[src/rtl/spram_rr_arbiter.sv]
// rtl/spram_rr_arbiter.sv - two-port round-robin arbiter/sequencer for the 8-bit single-port RAM
// Optional grant statistics counters enabled by defining SPRAM_ARB_STATS_EN.
module spram_rr_arbiter #(
  parameter int ADDR_W = 8,
  parameter int DATA_W = 8,
  parameter int RD_LAT = 1
) (
  input  logic              clock,
  input  logic              reset,
  input  logic              req0_valid,
  output logic              req0_ready,
  input  logic              req0_we,
  input  logic [ADDR_W-1:0] req0_addr,
  input  logic [DATA_W-1:0] req0_wdata,
  output logic              rsp0_valid,
  output logic [DATA_W-1:0] rsp0_rdata,
  input  logic              req1_valid,
  output logic              req1_ready,
  input  logic              req1_we,
  input  logic [ADDR_W-1:0] req1_addr,
  input  logic [DATA_W-1:0] req1_wdata,
  output logic              rsp1_valid,
  output logic [DATA_W-1:0] rsp1_rdata,
  output logic [ADDR_W-1:0] ram_address,
  output logic [DATA_W-1:0] ram_data_in,
  output logic              ram_write_enable,
  output logic              ram_read_enable,
  input  logic [DATA_W-1:0] ram_data_out
`ifdef SPRAM_ARB_STATS_EN
  ,
  input  logic              stats_clr,
  output logic [15:0]       grant_cnt0,
  output logic [15:0]       grant_cnt1
`endif
);

  localparam logic PRI0 = 1'b0;
  localparam logic PRI1 = 1'b1;

  logic              state_q, state_d;
  logic              ram_we_q, ram_we_d;
  logic              ram_re_q, ram_re_d;
  logic [ADDR_W-1:0] ram_addr_q, ram_addr_d;
  logic [DATA_W-1:0] ram_din_q, ram_din_d;
  logic [RD_LAT:0]   tag_vld_q, tag_vld_d;
  logic [RD_LAT:0]   tag_port_q, tag_port_d;

  logic              grant0;
  logic              grant1;
  logic              accept;
  logic              acc_we;
  logic [ADDR_W-1:0] acc_addr;
  logic [DATA_W-1:0] acc_wdata;

  // Readys are gated by reset so nothing is granted while the block is held in reset.
  always_comb begin
    grant0 = reset & req0_valid & (~req1_valid | (state_q == PRI0));
    grant1 = reset & req1_valid & (~req0_valid | (state_q == PRI1));
  end

  assign req0_ready = grant0;
  assign req1_ready = grant1;
  assign accept     = grant0 | grant1;

  always_comb begin
    acc_we    = grant1 ? req1_we    : req0_we;
    acc_addr  = grant1 ? req1_addr  : req0_addr;
    acc_wdata = grant1 ? req1_wdata : req0_wdata;
  end

  always_comb begin
    state_d = state_q;
    if (grant0) begin
      state_d = PRI1;
    end else if (grant1) begin
      state_d = PRI0;
    end
  end

  always_comb begin
    ram_we_d   = accept & acc_we;
    ram_re_d   = accept & ~acc_we;
    ram_addr_d = ram_addr_q;
    ram_din_d  = ram_din_q;
    if (accept) begin
      ram_addr_d = acc_addr;
      if (acc_we) begin
        ram_din_d = acc_wdata;
      end
    end
  end

  // Stage k of the tag pipe is visible k+1 cycles after accept; the last stage lines up with RAM data.
  always_comb begin
    tag_vld_d  = {tag_vld_q[RD_LAT-1:0], accept & ~acc_we};
    tag_port_d = {tag_port_q[RD_LAT-1:0], grant1};
  end

  always_ff @(posedge clock or negedge reset) begin
    if (!reset) begin
      state_q    <= PRI0;
      ram_we_q   <= 1'b0;
      ram_re_q   <= 1'b0;
      ram_addr_q <= '0;
      ram_din_q  <= '0;
      tag_vld_q  <= '0;
      tag_port_q <= '0;
    end else begin
      state_q    <= state_d;
      ram_we_q   <= ram_we_d;
      ram_re_q   <= ram_re_d;
      ram_addr_q <= ram_addr_d;
      ram_din_q  <= ram_din_d;
      tag_vld_q  <= tag_vld_d;
      tag_port_q <= tag_port_d;
    end
  end

  assign ram_address      = ram_addr_q;
  assign ram_data_in      = ram_din_q;
  assign ram_write_enable = ram_we_q;
  assign ram_read_enable  = ram_re_q;

  assign rsp0_valid = tag_vld_q[RD_LAT] & ~tag_port_q[RD_LAT];
  assign rsp1_valid = tag_vld_q[RD_LAT] &  tag_port_q[RD_LAT];
  assign rsp0_rdata = rsp0_valid ? ram_data_out : '0;
  assign rsp1_rdata = rsp1_valid ? ram_data_out : '0;

`ifdef SPRAM_ARB_STATS_EN
  logic [15:0] grant_cnt0_q, grant_cnt0_d;
  logic [15:0] grant_cnt1_q, grant_cnt1_d;

  // Clear takes priority over a same-cycle grant; counts stick at all-ones.
  always_comb begin
    grant_cnt0_d = grant_cnt0_q;
    grant_cnt1_d = grant_cnt1_q;
    if (stats_clr) begin
      grant_cnt0_d = 16'd0;
      grant_cnt1_d = 16'd0;
    end else begin
      if (grant0 && (grant_cnt0_q != 16'hFFFF)) begin
        grant_cnt0_d = grant_cnt0_q + 16'd1;
      end
      if (grant1 && (grant_cnt1_q != 16'hFFFF)) begin
        grant_cnt1_d = grant_cnt1_q + 16'd1;
      end
    end
  end

  always_ff @(posedge clock or negedge reset) begin
    if (!reset) begin
      grant_cnt0_q <= 16'd0;
      grant_cnt1_q <= 16'd0;
    end else begin
      grant_cnt0_q <= grant_cnt0_d;
      grant_cnt1_q <= grant_cnt1_d;
    end
  end

  assign grant_cnt0 = grant_cnt0_q;
  assign grant_cnt1 = grant_cnt1_q;
`endif

endmodule

[config.mk]
export PLATFORM = sky130hd
export DESIGN_NAME = spram_rr_arbiter
export DESIGN_NICKNAME = d
export VERILOG_FILES = /design/src/rtl/spram_rr_arbiter.sv
export SDC_FILE = /design/constraint.sdc
export NUM_CORES = 1
export LEC_CHECK = 0
export CELL_PAD_IN_SITES_DETAIL_PLACEMENT = 0
export CELL_PAD_IN_SITES_GLOBAL_PLACEMENT = 2
export CORE_UTILIZATION = 18
export CTS_BUF_LIST = sky130_fd_sc_hd__clkbuf_4 sky130_fd_sc_hd__clkbuf_8
export DETAILED_ROUTE_END_ITERATION = 7
export GPL_TIMING_DRIVEN = 0
export PLACE_DENSITY = 0.78
export SETUP_SLACK_MARGIN = 0.1
export SYNTH_ARGS = -nofsm -noshare
export SYNTH_HDL_FRONTEND = slang
export SYNTH_SLANG_ARGS = --single-unit
export TNS_END_PERCENT = 1
[constraint.sdc]
create_clock -name clock -period 1.9 [get_ports clock]
set_input_delay 0.19 -clock clock [delete_from_list [all_inputs] [get_ports clock]]
set_output_delay 0.19 -clock clock [all_outputs]
set_load 0.05 [all_outputs]
==> results.yml, run 1 <==
sta:
  fin_crit_sh: 0.930
  setup_viol: 0
  worst_pin_slew_ns: 1.04
  final.setup.worst_slack_ns: 0.133
  timing.fmax_mhz: 566
  min_period_ns: 1.77
  hold_viol_final: 0
  fin_skew_ns: 0.00362
  hold_ws_ns: 0.337
  rsz0062_at_grt: "yes"
  max_slew_margin: 0.308
  tns_ns: 0
  drv_slew: 0
flow_run:
  drv_cap: 0
cts:
  root_buffer: "clkbuf_8"
  cts_buffers: 3
  cts_buffer_depth: 2
  clkTransAtPathRegs_ns: 0.08
  clk_latency_ns: 0.26
  clock_sinks: 22
  htree_num_levels: 1
  cts_tree: "built"
floorplanning:
  ios: 84
  die_h_um: 79.1
  core-area_um2: 5610
  start_util: 0.191
  row_count: 27
  dieArea_um2: 6260
  fp.dieW_um: 79.1
grt:
  grt_pass1_vias: 1085
  overflow: 0
  grt_use_met2: 0.191
  use_met1: 0.125
  grt_use_total: 0.108
  grt_pass1_wl_mm: 5.18
  antenna_found_initial: 0
  grt.busiest_layer: "met2"
  gr-usage-met3: 0.0333
  grt_max_degree: 23
detailed_routing:
  via_per_inst: 4.02
  first_iter_violations: 25
  drt-pass1-iter-count: 4
  drc_errors: 0
  post_drt_wl_per_cell_um: 12.8
  dr_total_vias: 1042
  postRouteAntennaNets: 0
  wl_mm: 3.32
power_and_ir_drop:
  p_leak_uw: 0.000907
  ir_worst_vdd_mv: 0.444
  power.density_nw_per_um2: 844
logic_synthesis:
  syn_nets: 145
  synthArstFlopShare: 1.00
  ys_types: 20
  synth_top_area_cell: "dfrtp_1"
  ys_seq_area_frac: 0.515
  synth_top_area_frac: 0.515
  synth_edf_count: 0
  ys_ff_latch: 22
  synth_area_per_cell_um2: 10.8
  synthFlopType: "dfrtp_1"
  synth_area_leaders: "dfrtp_1, mux2_2, nor2_1, and2_1, and3_1"
  synthCells: 99
  yosysMostFrequentCell: "dfrtp_1"
  yosys_warnings: 0
  syn_area_um2: 1070
  ys_top_cells_by_count: "dfrtp_1, mux2_2, nor2_1"
worst_hold_path:
  hold_class: "in2reg"
  hold_start: "reset"
worst_setup_path:
  critPathMaxStageDelay_ns: 0.57
  cp_common_cell: "buf_4"
  crit_fanout: 10
  worstSetupStartpointType: "input port"
  critical_path_required_ns: 1.71
  startpoint: "req0_valid"
  end_kind: "output port"
  slowest_stage: "clkdlybuf4s50_1"
  arrival_ns: 1.58
  crit_type: "in2out"
  rr_startpoint: "state_q"
  crit_path_cell_trace: "clkdlybuf4s50_1 > nand2b_1 > nand3_4 > buf_4 > inv_1 > buf_4"
run_status:
  status: "finished, final reports clean"
place:
  io_buffers: 83
  place_congestion: 0.663
  place_hpwl_mm: 2.43
  post-place-ws_ns: -1.46
finish:
  syn2layout_area_growth_pct: 91.8
  utilization: 0.366
  antenna-diode-count: 0
  nets: 234
  layout-drive-gt1-share: 0.203
-- cells in the final DEF (no fill, tap or decap), types with 3 or more instances in the layout --
cell	n
clkdlybuf4s50_1	62
dfrtp_1	21
nor2_1	16
mux2_2	16
and2_1	9
and3_1	9
dlygate4sd2_1	9
o22ai_1	8
clkdlybuf4s15_2	6
clkbuf_8	4
buf_4	3
inv_1	3
nand2_1	3
-- stage by stage --
step | area (um^2) | instances | total power, uW
finish | 2050 | 259 | 1730
global route | 2050 | 259 | 1820
CTS | 2060 | 259 | 1760
detailed placement | 1990 | 254 | 1410
global placement | 1990 | 254 | 1410
floorplan | 1070 | 99 | 1080
-- report_power, final --
part | switching [uW] | total [uW] | internal (uW)
combinational | 474 | 791 | 316
sequential | 47.5 | 602 | 555
clock | 155 | 340 | 185
total | 677 | 1730 | 1060
-- layout make-up --
class | count | area (um^2)
timing repair buffer | 84 | 827
clock buffer | 4 | 55.1
buffer | 4 | 21.3
inverter | 3 | 11.3
multi-input combinational | 70 | 495
tap | 72 | 90.1
fill | 620 | 3560
sequential | 22 | 552
-- worst paths after layout --
check	slack (ns)	cells after the start	endpoint
max in group asynchronous	0.55	2	tag_vld_q[1]
min reg2reg	0.35	0	tag_port_q[1]
min in group asynchronous	0.67	2	tag_vld_q[0]
max reg2reg	0.34	4	ram_data_in[7]
min	0.34	3	state_q
max	0.13	6	req1_ready
-- worst max-delay path: cells and delay by family --
kind                   cells  cell delay, ns
buffers and inverters      4            1.06
AND/OR/NAND/NOR            2            0.31
-- routing by layer --
metal | vias up | share of wire
li1 | 517 | -
met1 | 456 | 0.42
met2 | 65 | 0.45
met3 | 4 | 0.12
met4 | 0 | 0.0057
met5 | - | 0
-- cell families after synthesis --
logic type / count (synthesis) / synth area share
compound gates: 12 / 0.0795
buf+inv: 7 / 0.0269
flops: 22 / 0.515
mux: 16 / 0.168
simple gates: 42 / 0.211
-- sequential cells by signal (all words and copies together) (netlist names) --
| name | count |
|---|---|
| ram_address | 8 |
| ram_data_in | 8 |
| ram_write_enable | 1 |
| state_q | 1 |
| tag_port_q | 2 |
| tag_vld_q | 2 |
-- repair_timing --
action,4_1_cts,5_1_grt
hold buffers,1,0
resized for setup,52,5
setup endpoints to repair,40,11
setup buffers,0,0
hold endpoints to repair,22,0
Power figures use the tool's default switching activity.
==> inputs of run 2 (changes only) <==
CELL_PAD_IN_SITES_DETAIL_PLACEMENT = default   (was 0)
CELL_PAD_IN_SITES_GLOBAL_PLACEMENT = default   (was 2)
CORE_UTILIZATION = 34   (was 18)
PLACE_DENSITY = 0.79   (was 0.78)
RECOVER_POWER = 100   (was default)
REMOVE_ABC_BUFFERS = 1   (was default)
==> results.yml, run 2 (synthesized netlist as in run 1, its figures left out) <==
floorplanning:
  fp.dieW_um: 58.1
  row_count: 19
  ios: 84
  core-area_um2: 2880
  die_h_um: 58.1
  start_util: 0.372
  dieArea_um2: 3370
worst_hold_path:
  hold_class: "in2reg"
finish:
  num-fill-cells: 237
  layout-drive-gt1-share: 0.178
  utilization: 0.686
  syn2layout_area_growth_pct: 84.6
  antenna-diode-count: 0
  layout_common_cells: "clkdlybuf4s50_1, dfrtp_1, dlygate4sd3_1"
  final_common_cell: "clkdlybuf4s50_1"
  nets: 233
  final-seq-area_um2: 551
  final_cell_area_um2: 1970
  multiInputGateArea_um2: 490
power_and_ir_drop:
  p_clk_frac: 0.129
  ir_worst_vdd_mv: 0.627
  swShare: 0.416
  p_comb_frac: 0.486
  p_leak_uw: 0.000884
  internal_power_uw: 913
  p_sw_uw: 651
  pwr-share-seq: 0.385
  power.density_nw_per_um2: 792
cts:
  cts_buffers: 3
  cts_buffer_depth: 2
  cts_tree: "built"
  root_buffer: "clkbuf_4"
  clock_sinks: 22
  clk_latency_ns: 0.30
  clkTransAtPathRegs_ns: 0.11
  htree_num_levels: 1
worst_setup_path:
  crit_fanout: 10
  end_kind: "output port"
  critPathBufInv: 1
  slowest_stage: "dlygate4sd2_1"
  critical_path_required_ns: 1.71
  critPathMaxStageDelay_ns: 0.55
  crit_path_cell_trace: "nor2b_4 > dlygate4sd2_1"
  worstSetupStartpointType: "flip-flop"
  crit_type: "reg2out"
  arrival_ns: 1.57
  cp_top_family: "buffers and inverters"
detailed_routing:
  top_layer: "met4"
  m1WireLength_mm: 1.09
  dr_total_vias: 1092
  wl_met3_um: 387
  route.met2.wl_mm: 1.61
  post_drt_wl_per_cell_um: 13.7
  drt-pass1-iter-count: 3
  wl_mm: 3.12
  via_per_inst: 4.81
  first_iter_violations: 21
  drc_errors: 0
  postRouteAntennaNets: 0
run_status:
  status: "finished, final reports clean"
place:
  post-place-ws_ns: -1.36
  place_congestion: 0.749
  io_buffers: 83
  place_hpwl_mm: 2.49
  placed_cell_area_um2: 1940
sta:
  max_slew_margin: 0.346
  worst_pin_slew_ns: 0.977
  hold_ws_ns: 0.269
  setup_viol: 0
  fin_skew_ns: 0.00193
  min_period_ns: 1.76
  fin_crit_sh: 0.927
  hold_viol_final: 0
  drv_slew: 0
  rsz0062_at_grt: "yes"
  tns_ns: 0
  final.setup.worst_slack_ns: 0.138
  timing.fmax_mhz: 568
flow_run:
  drv_cap: 0
grt:
  grt_use_total: 0.195
  antenna_found_initial: 0
  grt_pass1_wl_mm: 4.97
  overflow: 0
  grt_pass1_vias: 1136
  grt_max_degree: 23
==> run 2: layer usage <==
metal,track usage,vias up
met5,0,-
met4,0.0748,0
met3,0.0714,4
met2,0.373,68
met1,0.188,499
li1,-,521
==> run 2: worst reg2reg max path, cell delays in order (launching register included) <==
cell,delay (ns)
dfrtp_1,0.42
nand2b_1,0.16
nand3_1,0.20
buf_4,0.22
mux2_2,0.34
mux2_2,0.26
==> run 2: power by group through the flow <==
stage / Combinational (uW) / Sequential [uW] / Clock (uW)
global route: 798 / 614 / 228
floorplan: 187 / 889 / 0
detailed placement: 797 / 615 / 0
global placement: 784 / 607 / 0
CTS: 797 / 606 / 215
finish: 761 / 602 / 202
==> run 2: area by class of cell <==
type / instances / share of cell area
Sequential cell: 22 / 0.279
Clock buffer: 3 / 0.0114
Multi-Input combinational cell: 70 / 0.248
Tap cell: 42 / 0.0266
Timing Repair Buffer: 87 / 0.429
Inverter: 3 / 0.00570
==> run 2: timing repair <==
item | CTS | global route
endpoints found under the setup margin | 39 | 18
gates resized for setup | 51 | 1
pin swaps | 0 | 1
endpoints found under the hold margin | 22 | 0
hold buffers | 1 | 0
buffers inserted | 0 | 3
==> run 2: worst paths after layout <==
kind | endpoint | slack (ns) | depth (start not counted) | from
min | state_q | 0.27 | 2 | reset
min in group asynchronous | ram_data_in[2] | 0.83 | 2 | reset
max in group asynchronous | ram_address[7] | 0.49 | 2 | reset
min reg2reg | tag_port_q[1] | 0.37 | 0 | tag_port_q[0]
max reg2reg | ram_data_in[3] | 0.19 | 5 | state_q
max | rsp0_valid | 0.14 | 2 | tag_vld_q[1]
==> run 2: stage by stage <==
| step | power (uW) | cells |
|---|---|---|
| 2_1_floorplan | 1080 | 95 |
| 3_3_place_gp | 1390 | 220 |
| 3_5_place_dp | 1410 | 220 |
| 4_1_cts | 1620 | 224 |
| 5_1_grt | 1640 | 227 |
| 6_report | 1560 | 227 |
==> inputs of run 3 (changes only) <==
GPL_ROUTABILITY_DRIVEN = 0   (was default)
GPL_TIMING_DRIVEN = default   (was 0)
TNS_END_PERCENT = default   (was 1)
==> results.yml, run 3 (synthesized netlist as in run 1, its figures left out) <==
detailed_routing:
  drt-pass1-iter-count: 4
  wl_mm: 3.24
  postRouteAntennaNets: 0
  post_drt_wl_per_cell_um: 14.2
  drc_errors: 0
  dr_total_vias: 1094
  via_per_inst: 4.80
  first_iter_violations: 37
sta:
  max_slew_margin: 0.428
  worst_pin_slew_ns: 0.857
  drv_slew: 0
  setup_viol: 0
  hold_ws_ns: 0.371
  fin_skew_ns: 0.00788
  hold_viol_final: 0
  min_period_ns: 1.78
  rsz0062_at_grt: "no"
  final.setup.worst_slack_ns: 0.123
  timing.fmax_mhz: 563
  fin_crit_sh: 0.935
grt:
  grt_pass1_vias: 1150
  grt_use_total: 0.202
  grt_pass1_wl_mm: 5.13
  antenna_found_initial: 0
  overflow: 0
  grt_max_degree: 17
worst_setup_path:
  worstSetupStartpointType: "flip-flop"
  slowest_stage: "dlygate4sd3_1"
  end_kind: "output port"
  critPathBufInv: 1
  crit_fanout: 2
  rr_startpoint: "state_q"
  critPathMaxStageDelay_ns: 0.91
  crit_path_cell_trace: "dlygate4sd3_1"
  arrival_ns: 1.59
  critical_path_required_ns: 1.71
  rrSetupSlack_ns: 0.30
  cp_top_family: "buffers and inverters"
  crit_type: "reg2out"
  startpoint: "ram_address[1]"
finish:
  layout-drive-gt1-share: 0.204
  antenna-diode-count: 0
  nets: 233
  utilization: 0.712
  syn2layout_area_growth_pct: 91.5
  final_common_cell: "clkdlybuf4s50_1"
  layout_common_cells: "clkdlybuf4s50_1, dfrtp_1, dlygate4sd3_1"
flow_run:
  drv_cap: 0
floorplanning:
  start_util: 0.372
  fp.dieW_um: 58.1
  ios: 84
  row_count: 19
  die_h_um: 58.1
  core-area_um2: 2880
  dieArea_um2: 3370
cts:
  root_buffer: "clkbuf_4"
  cts_buffers: 3
  clock_sinks: 22
  cts_buffer_depth: 2
  cts_tree: "built"
  htree_num_levels: 1
  ctsHoldBuffers: 0
  clkTransAtPathRegs_ns: 0.12
  clk_latency_ns: 0.31
worst_hold_path:
  hold_class: "in2async"
power_and_ir_drop:
  power.density_nw_per_um2: 850
  p_leak_uw: 0.000875
  ir_worst_vdd_mv: 0.590
  finalPower_uw: 1740
run_status:
  status: "finished, final reports clean"
place:
  io_buffers: 83
  place_hpwl_mm: 2.68
  post-place-ws_ns: 0.0342
[run 3: area by class of cell]
cell class                      instances  area, um^2
Timing Repair Buffer                   87         883
Fill cell                             234         828
Sequential cell                        22         551
Multi-Input combinational cell         70         498
Tap cell                               42        52.6
Clock inverter                          1        30.0
Clock buffer                            3        22.5
Inverter                                3        11.3
[run 3: per-stage QoR]
step	instance area, um^2	std cells	setup TNS (ns)
2_1_floorplan	1050	95	-1.06
3_3_place_gp	2140	224	0
3_5_place_dp	2140	224	0
4_1_cts	2200	228	0
5_1_grt	2050	228	0
6_report	2050	228	0
[run 3: path summary, 6_finish.rpt]
kind	endpoint	cells past startpoint
min in group clock	tag_port_q[1]	0
max in group asynchronous	ram_address[3]	2
worst min-delay path	state_q	2
worst max register to register	ram_data_in[0]	4
worst min register to register	tag_port_q[1]	0
worst max-delay path	ram_address[1]	1
[run 3: power by group]
group	total (uW)	leakage [uW]	switching (uW)	internal [uW]
clock network	349	0.0000279	136	213
logic	788	0.000588	482	306
registers	604	0.000259	50.0	554
[run 3: what timing repair did]
item                                    4_1_cts  5_1_grt
endpoints found under the setup margin        1        8
pin swaps                                     0        0
hold endpoints to repair                      0        0
resized for setup                             1        1
buffers inserted                              0        0
[run 3: metal layers]
metal	wire, um	track usage	vias up
met5	0	0	-
met4	40	0.0714	0
met3	311	0.0469	5
met2	1600	0.371	73
met1	1290	0.228	497
li1	-	-	519
